===== src/rtl/cache_mem_pkg.sv =====
// Shared types and constants for the cache fill arbiter.
package cache_mem_pkg;

    typedef enum logic [1:0] {
        IDLE  = 2'd0,
        WRITE = 2'd1,
        FILL  = 2'd2
    } arb_state_t;

    localparam logic GRANT_IC = 1'b0;
    localparam logic GRANT_DC = 1'b1;

    localparam int DEF_WORDS_PER_BLK = 8;
    localparam int OFF_W             = $clog2(DEF_WORDS_PER_BLK);

endpackage


===== src/rtl/blk_word_counter.sv =====
// Word-within-block counter: synchronous clear, increment, and a last-word flag.
// Latency: count updates on the clock edge after clr/inc. Backpressure: none, driven by the owner FSM.
module blk_word_counter #(
    parameter int W = 3
) (
    input  logic         clk,
    input  logic         rst,
    input  logic         clr,
    input  logic         inc,
    output logic [W-1:0] cnt,
    output logic         last
);

    always_ff @(posedge clk or posedge rst) begin
        if (rst) begin
            cnt <= '0;
        end else if (clr) begin
            cnt <= '0;
        end else if (inc) begin
            cnt <= cnt + 1'b1;
        end
    end

    assign last = &cnt;

endmodule


===== src/rtl/cache_fill_arbiter.sv =====
// Shares one main-memory port between I/D-cache block fills and D-cache write-through stores.
// Latency: grant 1 cycle after request; a fill lasts WORDS_PER_BLK issue cycles plus memory latency.
// Backpressure: requests are level-held until done/ack; ARB_ROUND_ROBIN_EN alternates fill priority.
module cache_fill_arbiter
    import cache_mem_pkg::*;
#(
    parameter int ADDR_W        = 16,
    parameter int DATA_W        = 16,
    parameter int WORDS_PER_BLK = DEF_WORDS_PER_BLK
) (
    input  logic                             clk,
    input  logic                             rst,
    input  logic                             ic_miss_req,
    input  logic [ADDR_W-1:0]                ic_miss_addr,
    input  logic                             dc_miss_req,
    input  logic [ADDR_W-1:0]                dc_miss_addr,
    input  logic                             dc_wr_req,
    input  logic [ADDR_W-1:0]                dc_wr_addr,
    input  logic [DATA_W-1:0]                dc_wr_data,
    output logic                             mem_en,
    output logic                             mem_wr,
    output logic [ADDR_W-1:0]                mem_addr,
    output logic [DATA_W-1:0]                mem_wdata,
    input  logic                             mem_rvalid,
    input  logic [DATA_W-1:0]                mem_rdata,
    output logic [DATA_W-1:0]                fill_data,
    output logic [$clog2(WORDS_PER_BLK)-1:0] fill_idx,
    output logic                             ic_fill_we,
    output logic                             dc_fill_we,
    output logic                             ic_fill_done,
    output logic                             dc_fill_done,
    output logic                             dc_wr_ack,
    output logic                             busy
);

    localparam int OW = $clog2(WORDS_PER_BLK);
    localparam logic [ADDR_W-1:0] BLK_MASK = ~ADDR_W'((1 << (OW + 1)) - 1);

    arb_state_t        state;
    logic              grant;
    logic              issuing;
    logic [ADDR_W-1:0] blk;
    logic [ADDR_W-1:0] wr_addr;
    logic [DATA_W-1:0] wr_data;
    logic [OW-1:0]     tx_cnt;
    logic [OW-1:0]     rx_cnt;
    logic              tx_last;
    logic              rx_last;
    logic              start_fill;
    logic              pick_dc;
    logic              rx_fire;

`ifdef ARB_ROUND_ROBIN_EN
    // The fill requester granted last loses a simultaneous tie.
    logic last_fill_dc;

    assign pick_dc = dc_miss_req && (!ic_miss_req || !last_fill_dc);

    always_ff @(posedge clk or posedge rst) begin
        if (rst) begin
            last_fill_dc <= 1'b0;
        end else if (start_fill) begin
            last_fill_dc <= pick_dc;
        end
    end
`else
    assign pick_dc = dc_miss_req;
`endif

    assign start_fill = (state == IDLE) && !dc_wr_req && (dc_miss_req || ic_miss_req);
    assign rx_fire    = (state == FILL) && mem_rvalid;

    blk_word_counter #(.W(OW)) u_tx_cnt (
        .clk  (clk),
        .rst  (rst),
        .clr  (start_fill),
        .inc  ((state == FILL) && issuing && !tx_last),
        .cnt  (tx_cnt),
        .last (tx_last)
    );

    blk_word_counter #(.W(OW)) u_rx_cnt (
        .clk  (clk),
        .rst  (rst),
        .clr  (start_fill),
        .inc  (rx_fire),
        .cnt  (rx_cnt),
        .last (rx_last)
    );

    always_ff @(posedge clk or posedge rst) begin
        if (rst) begin
            state   <= IDLE;
            grant   <= GRANT_IC;
            issuing <= 1'b0;
            blk     <= '0;
            wr_addr <= '0;
            wr_data <= '0;
        end else begin
            case (state)
                IDLE: begin
                    if (dc_wr_req) begin
                        state   <= WRITE;
                        wr_addr <= dc_wr_addr;
                        wr_data <= dc_wr_data;
                    end else if (start_fill) begin
                        state   <= FILL;
                        grant   <= pick_dc ? GRANT_DC : GRANT_IC;
                        blk     <= (pick_dc ? dc_miss_addr : ic_miss_addr) & BLK_MASK;
                        issuing <= 1'b1;
                    end
                end
                WRITE: state <= IDLE;
                FILL: begin
                    // Issue stops after N reads; returns are counted independently of latency.
                    if (issuing && tx_last) begin
                        issuing <= 1'b0;
                    end
                    if (rx_fire && rx_last) begin
                        state <= IDLE;
                    end
                end
                default: state <= IDLE;
            endcase
        end
    end

    always_comb begin
        mem_en       = 1'b0;
        mem_wr       = 1'b0;
        mem_addr     = '0;
        mem_wdata    = '0;
        dc_wr_ack    = 1'b0;
        if (state == WRITE) begin
            mem_en    = 1'b1;
            mem_wr    = 1'b1;
            mem_addr  = wr_addr;
            mem_wdata = wr_data;
            dc_wr_ack = 1'b1;
        end else if ((state == FILL) && issuing) begin
            mem_en   = 1'b1;
            mem_addr = blk | (ADDR_W'(tx_cnt) << 1);
        end
    end

    assign fill_data    = rx_fire ? mem_rdata : '0;
    assign fill_idx     = rx_cnt;
    assign ic_fill_we   = rx_fire && (grant == GRANT_IC);
    assign dc_fill_we   = rx_fire && (grant == GRANT_DC);
    assign ic_fill_done = ic_fill_we && rx_last;
    assign dc_fill_done = dc_fill_we && rx_last;
    assign busy         = (state != IDLE);

endmodule


===== config.mk =====
export PLATFORM = sky130hd
export DESIGN_NAME = cache_fill_arbiter
export DESIGN_NICKNAME = d
export VERILOG_FILES = /design/src/rtl/cache_mem_pkg.sv /design/src/rtl/blk_word_counter.sv /design/src/rtl/cache_fill_arbiter.sv
export SDC_FILE = /design/constraint.sdc
export NUM_CORES = 1
export LEC_CHECK = 0
export CORE_ASPECT_RATIO = 0.9
export CORE_MARGIN = 2
export CORE_UTILIZATION = 36
export CTS_BUF_LIST = sky130_fd_sc_hd__clkbuf_16
export DETAILED_ROUTE_END_ITERATION = 10
export GPL_TIMING_DRIVEN = 0
export PLACE_DENSITY = 0.81
export SYNTH_ARGS = -nofsm -noshare
export SYNTH_HDL_FRONTEND = slang
export SYNTH_SLANG_ARGS = --single-unit

===== constraint.sdc =====
create_clock -name clk -period 1.7 [get_ports clk]
set_clock_uncertainty 0.05 [all_clocks]
set_input_delay 0.255 -clock clk [delete_from_list [all_inputs] [get_ports clk]]
set_output_delay 0.255 -clock clk [all_outputs]
set_load 0.005 [all_outputs]

==> results.md, run 1 <==
- The worst register-to-register path has a depth of 6.
- The number of primary I/O pins is 145.
- The share of the synthesized area in the top cell type is 49.4%.
- The worst-case clock buffer depth is 2.
- Fill cells in the final layout number 549.
- The via count of the first global-routing pass is 2382.
- After detailed routing, the number of remaining DRC violations is 0.
- The TritonCTS sink count is 54.
- Dividing total power by cell area gives a power density of 1500 mW/mm^2.
- For the worst setup path, the data required time is 1390 ps.
- The die is 86.7 um tall.
- Synthesis produced a netlist whose cell count is 212.
- Entering global routing, the biggest net connects 30 pins.
- In this run, CTS created clock tree buffers numbering 5.
- The flip-flop and latch count after synthesis is 54.
- The total of warnings raised by yosys is 0.
- The post-synthesis cell type count is 29.
- Summing the sequential cell areas from Yosys gives 49.4% of the chip area.
- The post-detailed-placement half-perimeter wirelength is 5.02 mm.
- Leaving out fill and tap cells, the most frequent cell in the layout is sky130_fd_sc_hd__clkdlybuf4s50_1.
- The total track usage is 18.3%.
- The largest total area in the synthesized netlist belongs to sky130_fd_sc_hd__dfrtp_1.
- The endpoint of the lowest-slack register-to-register path is wr_data[11].
- The net count of the mapped netlist is 302.
- At the end of routability-driven placement, the weighted congestion stood at 0.720.
- The element type at the critical path end is an output port.
- The site row count is 30.
- For this run, the leading register cell type out of synthesis is sky130_fd_sc_hd__dfrtp_1.
- The average footprint of a synthesized cell is 12.9 um^2.
- Sorting the synthesized cells by area gives the leading types as sky130_fd_sc_hd__dfrtp_1, sky130_fd_sc_hd__mux2_2, sky130_fd_sc_hd__and2_1.
- The area of the mapped netlist is 0.00274 mm^2.
- The number of synthesized flops with an enable pin is 0.
- The headroom to the max-slew limit is 61.8%.
- In this run the critical register-to-register path is launched from state[0].
- The violation count after the first detailed-route iteration is 73.
- The pre-antenna-repair detailed-routing pass consisted of 4 iterations.
- The final reports fail on setup timing.
- Clock-pin slew was measured on the worst setup and hold paths at 70 ps.
- The first-pass GRT wire length is 11.8 mm.
- The number of antenna diodes in the final layout is 0.
- The die span in x is 95.9 um.
- The top cell types in the final layout, fill and taps aside, are sky130_fd_sc_hd__clkdlybuf4s50_1, sky130_fd_sc_hd__dfrtp_1, sky130_fd_sc_hd__buf_6.
- In this run the remaining antenna-violating nets after routing total 0.
- The routed design could run at a clock period as short as 1960 ps.
- The type of origin of the critical path is a register.
- The class of the tightest hold or removal check is input pin to asynchronous set/reset pin.
- The tree is rooted in a sky130_fd_sc_hd__clkbuf_16.
- The routed design has 7.81 mm of wire.
- The worst-case IR drop observed on VDD is 883 uV.
- The H-tree generated during clock tree synthesis spans 2 levels.
- The highest achievable clock rate is 0.509 GHz.
- The number of antenna violations at the first check in global routing is 0.
- The synthesis-to-finish area growth is 83.3%.
- Detailed routing inserted a total of 2282 vias.
- The core region is 0.00747 mm^2.
- Of the available clock period, the critical path in the final layout requires 116%.
- Setup repair after global routing could not meet its margin everywhere.
- In the synthesized netlist the async set-or-reset flop fraction comes to 100%.
- The worst setup path category is register to output port.
- The vias per cell is 4.71.
- In the final layout, the share of cells above drive strength 1 is 52.8%.
- Setup total negative slack on the finished layout was measured at -12880 ps.
- Summed over all cells, the static leakage comes to 2.37 nW.
- The flow ran to the end, but the final reports show violations.
- The die covers 0.00832 mm^2.
- In the post-route analysis, the smallest setup slack over all paths is -264 ps.
- After detailed placement, the design holds a cell count of 445.
- The number of max-slew violations in the final report was 0.
- The residual overflow from global routing is 0.
- Once the floorplan was initialized, standard cells occupied 36.6% of the core.
- The register-to-register setup slack is -200 ps.
- The arrival time reported for the critical path endpoint is 1660 ps.
- The maximum fanout along the worst path is 5.
- The post-placement setup slack is -616 ps.
- The number of endpoints with negative hold slack in the final report is 0.
- After detailed routing, the average wire length per cell comes to 16.1 um.
- The worst-skew pair later-pin latency is 300 ps.
- The total of buffers placed on input and output ports is 136.
- The max-capacitance violation count is 0.
- The net count of the finished layout is 477.
- The final cell utilization of the core is 67.2%.
- At the pin with the least slew margin, the transition time is 573 ps.
- The finished layout holds 484 standard cells, fillers aside.
- TritonCTS built the clock tree.
- The number of endpoints failing setup at the final stage is 82.
-- critical path, stage by stage (launching register included) --
cell,delay (ps)
sky130_fd_sc_hd__dfrtp_1,410
sky130_fd_sc_hd__buf_6,130
sky130_fd_sc_hd__and3b_1,170
sky130_fd_sc_hd__clkbuf_8,140
sky130_fd_sc_hd__buf_6,120
sky130_fd_sc_hd__clkbuf_8,130
sky130_fd_sc_hd__and2_1,130
sky130_fd_sc_hd__buf_2,120
-- timing repair --
| item | CTS | global route |
|---|---|---|
| pin swaps | 40 | 7 |
| endpoints found under the setup margin | 56 | 96 |
| gates cloned | 6 | 4 |
| setup buffers | 16 | 9 |
| hold buffers | 0 | 0 |
| gates resized for setup | 333 | 44 |
-- area by class of cell --
type | instances | area (um^2) | share of cell area [%]
Buffer | 15 | 218 | 4.34
Clock buffer | 5 | 125 | 2.49
Clock inverter | 3 | 26.3 | 0.524
Inverter | 2 | 7.51 | 0.150
Multi-Input combinational cell | 140 | 1490 | 29.7
Sequential cell | 54 | 1350 | 27.0
Tap cell | 96 | 120 | 2.39
Timing Repair Buffer | 169 | 1680 | 33.5
-- through the flow --
step | total power [mW] | hold WS [ps] | area (um^2)
global route | 8.00 | 364 | 5020
CTS | 7.08 | 315 | 4760
global placement | 5.22 | 412 | 4220
finish | 7.53 | 295 | 5020
floorplan | 3.91 | 340 | 2740
detailed placement | 5.32 | 422 | 4240
-- synthesized netlist by cell type (2+ instances only) --
master and count:
sky130_fd_sc_hd__inv_1 2, sky130_fd_sc_hd__ha_1 4, sky130_fd_sc_hd__nor2_1 7, sky130_fd_sc_hd__dfrtp_1 54, sky130_fd_sc_hd__clkbuf_2 2, sky130_fd_sc_hd__buf_8 3, sky130_fd_sc_hd__clkbuf_1 2, sky130_fd_sc_hd__a22o_1 16
sky130_fd_sc_hd__buf_4 3, sky130_fd_sc_hd__nor2b_1 2, sky130_fd_sc_hd__mux2i_1 4, sky130_fd_sc_hd__buf_2 4, sky130_fd_sc_hd__nand2_1 3, sky130_fd_sc_hd__xnor2_1 2, sky130_fd_sc_hd__mux2_1 5, sky130_fd_sc_hd__mux2_2 51
sky130_fd_sc_hd__buf_6 2, sky130_fd_sc_hd__and2_1 35
-- cells by family after synthesis --
family / share of synthesized area, %
xor gates and xnor gates: 0.640
DFF: 49.4
muxes: 24.5
and+or+nand+nor: 12.8
AOI/OAI and AO/OA: 5.99
adders and majority gates: 1.83
buffers and inverters: 4.94
-- where the power goes --
group | total (mW) | internal [mW] | switching (mW)
Sequential | 2.33 | 1.93 | 0.400
Clock | 1.04 | 0.560 | 0.482
Combinational | 4.16 | 2.81 | 1.35
-- flip-flops by register name (all words and copies together) (netlist names) --
signal / count
issuing: 1
blk: 12
wr_addr: 16
u_rx_cnt.cnt: 3
wr_data: 16
state: 2
grant: 1
u_tx_cnt.cnt: 3
-- worst max path at each step --
| stage | from | endpoint | slack [ps] | cells past startpoint |
|---|---|---|---|---|
| CTS | state[1] | mem_addr[9] | -250 | 7 |
| finish | state[1] | fill_data[7] | -260 | 7 |
| floorplan | rst | blk[10] | 80 | 1 |
| global placement | rst | grant | -990 | 2 |
| detailed placement | mem_rvalid | fill_data[10] | -620 | 6 |
| global route | state[0] | ic_fill_done | -320 | 8 |
-- layer usage --
metal | vias up | part of all wire [%] | GRT usage (%)
met4 | 0 | 1.0 | 4.29
met1 | 1107 | 43 | 23.5
li1 | 1090 | - | -
met2 | 78 | 49 | 31.0
met3 | 7 | 7.0 | 4.78
met5 | - | 0 | 0
No activity file was read; power rests on OpenSTA's default activity.
==> run 2: changes to the inputs <==
--- a/config.mk
+++ b/config.mk
@@ -11,6 +11,7 @@
 export CTS_BUF_LIST = sky130_fd_sc_hd__clkbuf_16
 export DETAILED_ROUTE_END_ITERATION = 10
 export GPL_TIMING_DRIVEN = 0
+export HOLD_SLACK_MARGIN = 0.03
 export PLACE_DENSITY = 0.81
 export SYNTH_ARGS = -nofsm -noshare
 export SYNTH_HDL_FRONTEND = slang
==> results of run 2 <==
No change in the layout: final DEF, timing and power equal those of run 1.
==> run 3: changes to the inputs <==
--- a/config.mk
+++ b/config.mk
@@ -13,6 +13,7 @@
 export GPL_TIMING_DRIVEN = 0
 export HOLD_SLACK_MARGIN = 0.03
 export PLACE_DENSITY = 0.81
+export SKIP_LAST_GASP = 1
 export SYNTH_ARGS = -nofsm -noshare
 export SYNTH_HDL_FRONTEND = slang
 export SYNTH_SLANG_ARGS = --single-unit
==> run 3 against run 2 <==
The run still ends with setup timing left; utilization up 0.28 points; largest power group unchanged; clock-buffer cell count unchanged; worst hold slack better by 0.55 ps.
==> results.md, run 3 (synthesis gave the netlist of run 1 again) <==
- Summed over all layers, the global routing overflow is 0.
- TritonCTS built the clock tree.
- The first-pass GRT wire length is 11.6 mm.
- The class of the tightest hold or removal check is input pin to asynchronous set/reset pin.
- The register-to-register setup slack is -240 ps.
- Global routing consumed, over all layers together, 18.1% of the routing resources.
- The number of max-slew violations in the final report is 0.
- The vias per cell is 4.77.
- The switching power total is 2.25 mW.
- The internal cell power is 5.31 mW.
- The length of the first detailed-routing pass in iterations is 4.
- The violation count after the first detailed-route iteration is 75.
- The worst setup path is of the register to output port kind.
- Compared with the post-synthesis result, the final layout area differs by 84.0%.
- The largest registers in the layout are wr_addr (16), wr_data (16), blk (12).
- The core area is 0.00747 mm^2.
- The number of endpoints with negative hold slack in the final report is 0.
- 145 I/O pins were placed.
- The share of total power dissipated in combinational logic is 55.4%.
- Summed over all failing endpoints, the final setup total negative slack is -14230 ps.
- Across all setup checks in the final design, the least slack found is -289 ps.
- The detail route stage leaves a number of antenna-violating nets equal to 0.
- The die is 95.9 um wide.
- The tool flagged a number of max-cap violations equal to 0.
- The power per cell area is 1500 mW/mm^2.
- The die is 86.7 um tall.
- The number of standard cells in the layout, taps in and fillers out is 486.
- The flow ran to the end, but the final reports show violations.
- The total of buffers placed on input and output ports is 136.
- In this run the tightest slew margin relative to its limit is 61.7%.
- Routability-driven placement finished with a final weighted congestion of 0.720.
- Net switching is 29.8% of the power.
- The TritonCTS sink count is 54.
- After floorplanning, the core was divided into 30 placement rows.
- Timing would allow up to 0.503 GHz.
- The via count of the first global-routing pass is 2415.
- The library cells used most frequently in the layout, excluding fill and tap cells, are sky130_fd_sc_hd__clkdlybuf4s50_1, sky130_fd_sc_hd__dfrtp_1, sky130_fd_sc_hd__buf_6.
- The routed length per instance is 16.6 um.
- The H-tree was split into 2 levels.
- Clock-pin slew was measured on the worst setup and hold paths at 70 ps.
- For this configuration, the core starts out at a cell density of 36.6%.
- The placed cell count is 445.
- 0 antenna diodes ended up in the layout.
- The routed design could run at a clock period as short as 1990 ps.
- Counting cells, the worst reg-to-reg path comes to 6.
- The leading cell type in the layout, fill and taps excluded is sky130_fd_sc_hd__clkdlybuf4s50_1.
- Of the total power, registers draw 30.8%.
- The remaining routing DRC violations is 0.
- The layout net count is 479.
- For the worst-skew pair, the clock arrives at the later sink with an insertion delay of 300 ps.
- In this run, the clock network consumes 13.7% of the power.
- Entering global routing, the biggest net connects 30 pins.
- The clock root buffer is sky130_fd_sc_hd__clkbuf_16.
- The maximum VDD drop is 814 uV.
- The fraction of final layout cells sized beyond drive strength 1 is 53.3%.
- The final critical-path share of the clock period is 117%.
- The number of endpoints failing setup at the final stage is 81.
- The total wire length is 8.05 mm.
- Buffers inserted during clock tree synthesis total 5.
- Summed over all cells, the static leakage comes to 2.38 nW.
- The maximum fanout along the worst path is 5.
- At the pin with the least slew margin, the transition time is 573 ps.
- The clock passes through at most 2 buffers.
- The post-detailed-placement half-perimeter wirelength is 5.02 mm.
- Setup repair after global routing could not meet its margin everywhere.
- STA classifies the critical path endpoint as an output port.
- The type of origin of the critical path is a register.
- The arrival time reported for the critical path endpoint is 1680 ps.
- The number of antenna violations at the first check in global routing is 0.
- The final reports fail on setup timing.
- The die area is 0.00832 mm^2.
- The routed layout has 2316 vias.
- For the worst setup path, the data required time is 1390 ps.
==> run 3: cell count changes in the layout (fill, tap and decap cells not counted), moves of 2 or more <==
cell                     before  now
sky130_fd_sc_hd__buf_8        5    8
sky130_fd_sc_hd__mux2_2      17   20
sky130_fd_sc_hd__buf_12       4    2
sky130_fd_sc_hd__buf_2       29   26
sky130_fd_sc_hd__mux2_4      39   36
sky130_fd_sc_hd__buf_4       11   13
==> run 3: area by class of cell <==
type / count / area [um^2]
inverter: 2 / 7.51
fill: 548 / 2430
clock buffer: 5 / 125
sequential: 54 / 1350
tap: 96 / 120
clock inverter: 3 / 26.3
buffer: 15 / 214
timing repair buffer: 171 / 1710
multi-input combinational: 140 / 1490
==> run 3: per-layer routing <==
layer	GRT usage (%)	up-vias	routed length, um
met5	0	-	0
met4	5.19	0	134
met3	4.87	11	529
met2	31.1	82	4010
met1	22.3	1133	3370
li1	-	1090	-
==> run 3: final timing paths <==
kind,end,start
min,wr_data[11],rst
min in group clk,wr_addr[8],wr_addr[8]
max,fill_data[7],state[0]
min reg2reg,wr_addr[8],wr_addr[8]
max in group asynchronous,blk[12],rst
max reg2reg,wr_addr[8],state[0]
==> run 3: timing repair <==
item,4_1_cts,5_1_grt
gates cloned,6,4
hold buffers,0,0
resized for setup,309,68
buffers inserted,16,11
endpoints found under the setup margin,56,99
pin swaps,40,7
==> run 3: per-stage QoR <==
| stage | utilization [%] | total power, mW | hold slack [ps] | setup slack [ps] | area (um^2) |
|---|---|---|---|---|---|
| 6_report | 67.5 | 7.56 | 295 | -289 | 5040 |
| 5_1_grt | 67.5 | 8.03 | 364 | -321 | 5040 |
| 4_1_cts | 62.5 | 6.85 | 315 | -248 | 4670 |
| 3_5_place_dp | 56.8 | 5.32 | 422 | -616 | 4240 |
| 3_3_place_gp | 56.5 | 5.22 | 412 | -995 | 4220 |
| 2_1_floorplan | - | 3.91 | 340 | 80.4 | 2740 |
==> run 3: power groups by stage <==
stage                     logic, mW  clock network [mW]  registers [mW]
after detailed placement       3.01                   0            2.31
after CTS                      3.49                1.07            2.30
after global placement         2.95                   0            2.27
after floorplan                1.71                   0            2.20
final                          4.19                1.04            2.33
after global routing           4.49                1.12            2.41
==> run 3: critical path: stages (launching register included) <==
cell	delay (ps)
sky130_fd_sc_hd__dfrtp_2	420
sky130_fd_sc_hd__buf_6	130
sky130_fd_sc_hd__and3b_1	230
sky130_fd_sc_hd__clkbuf_8	140
sky130_fd_sc_hd__buf_6	100
sky130_fd_sc_hd__clkbuf_8	130
sky130_fd_sc_hd__and2_1	130
sky130_fd_sc_hd__buf_2	120
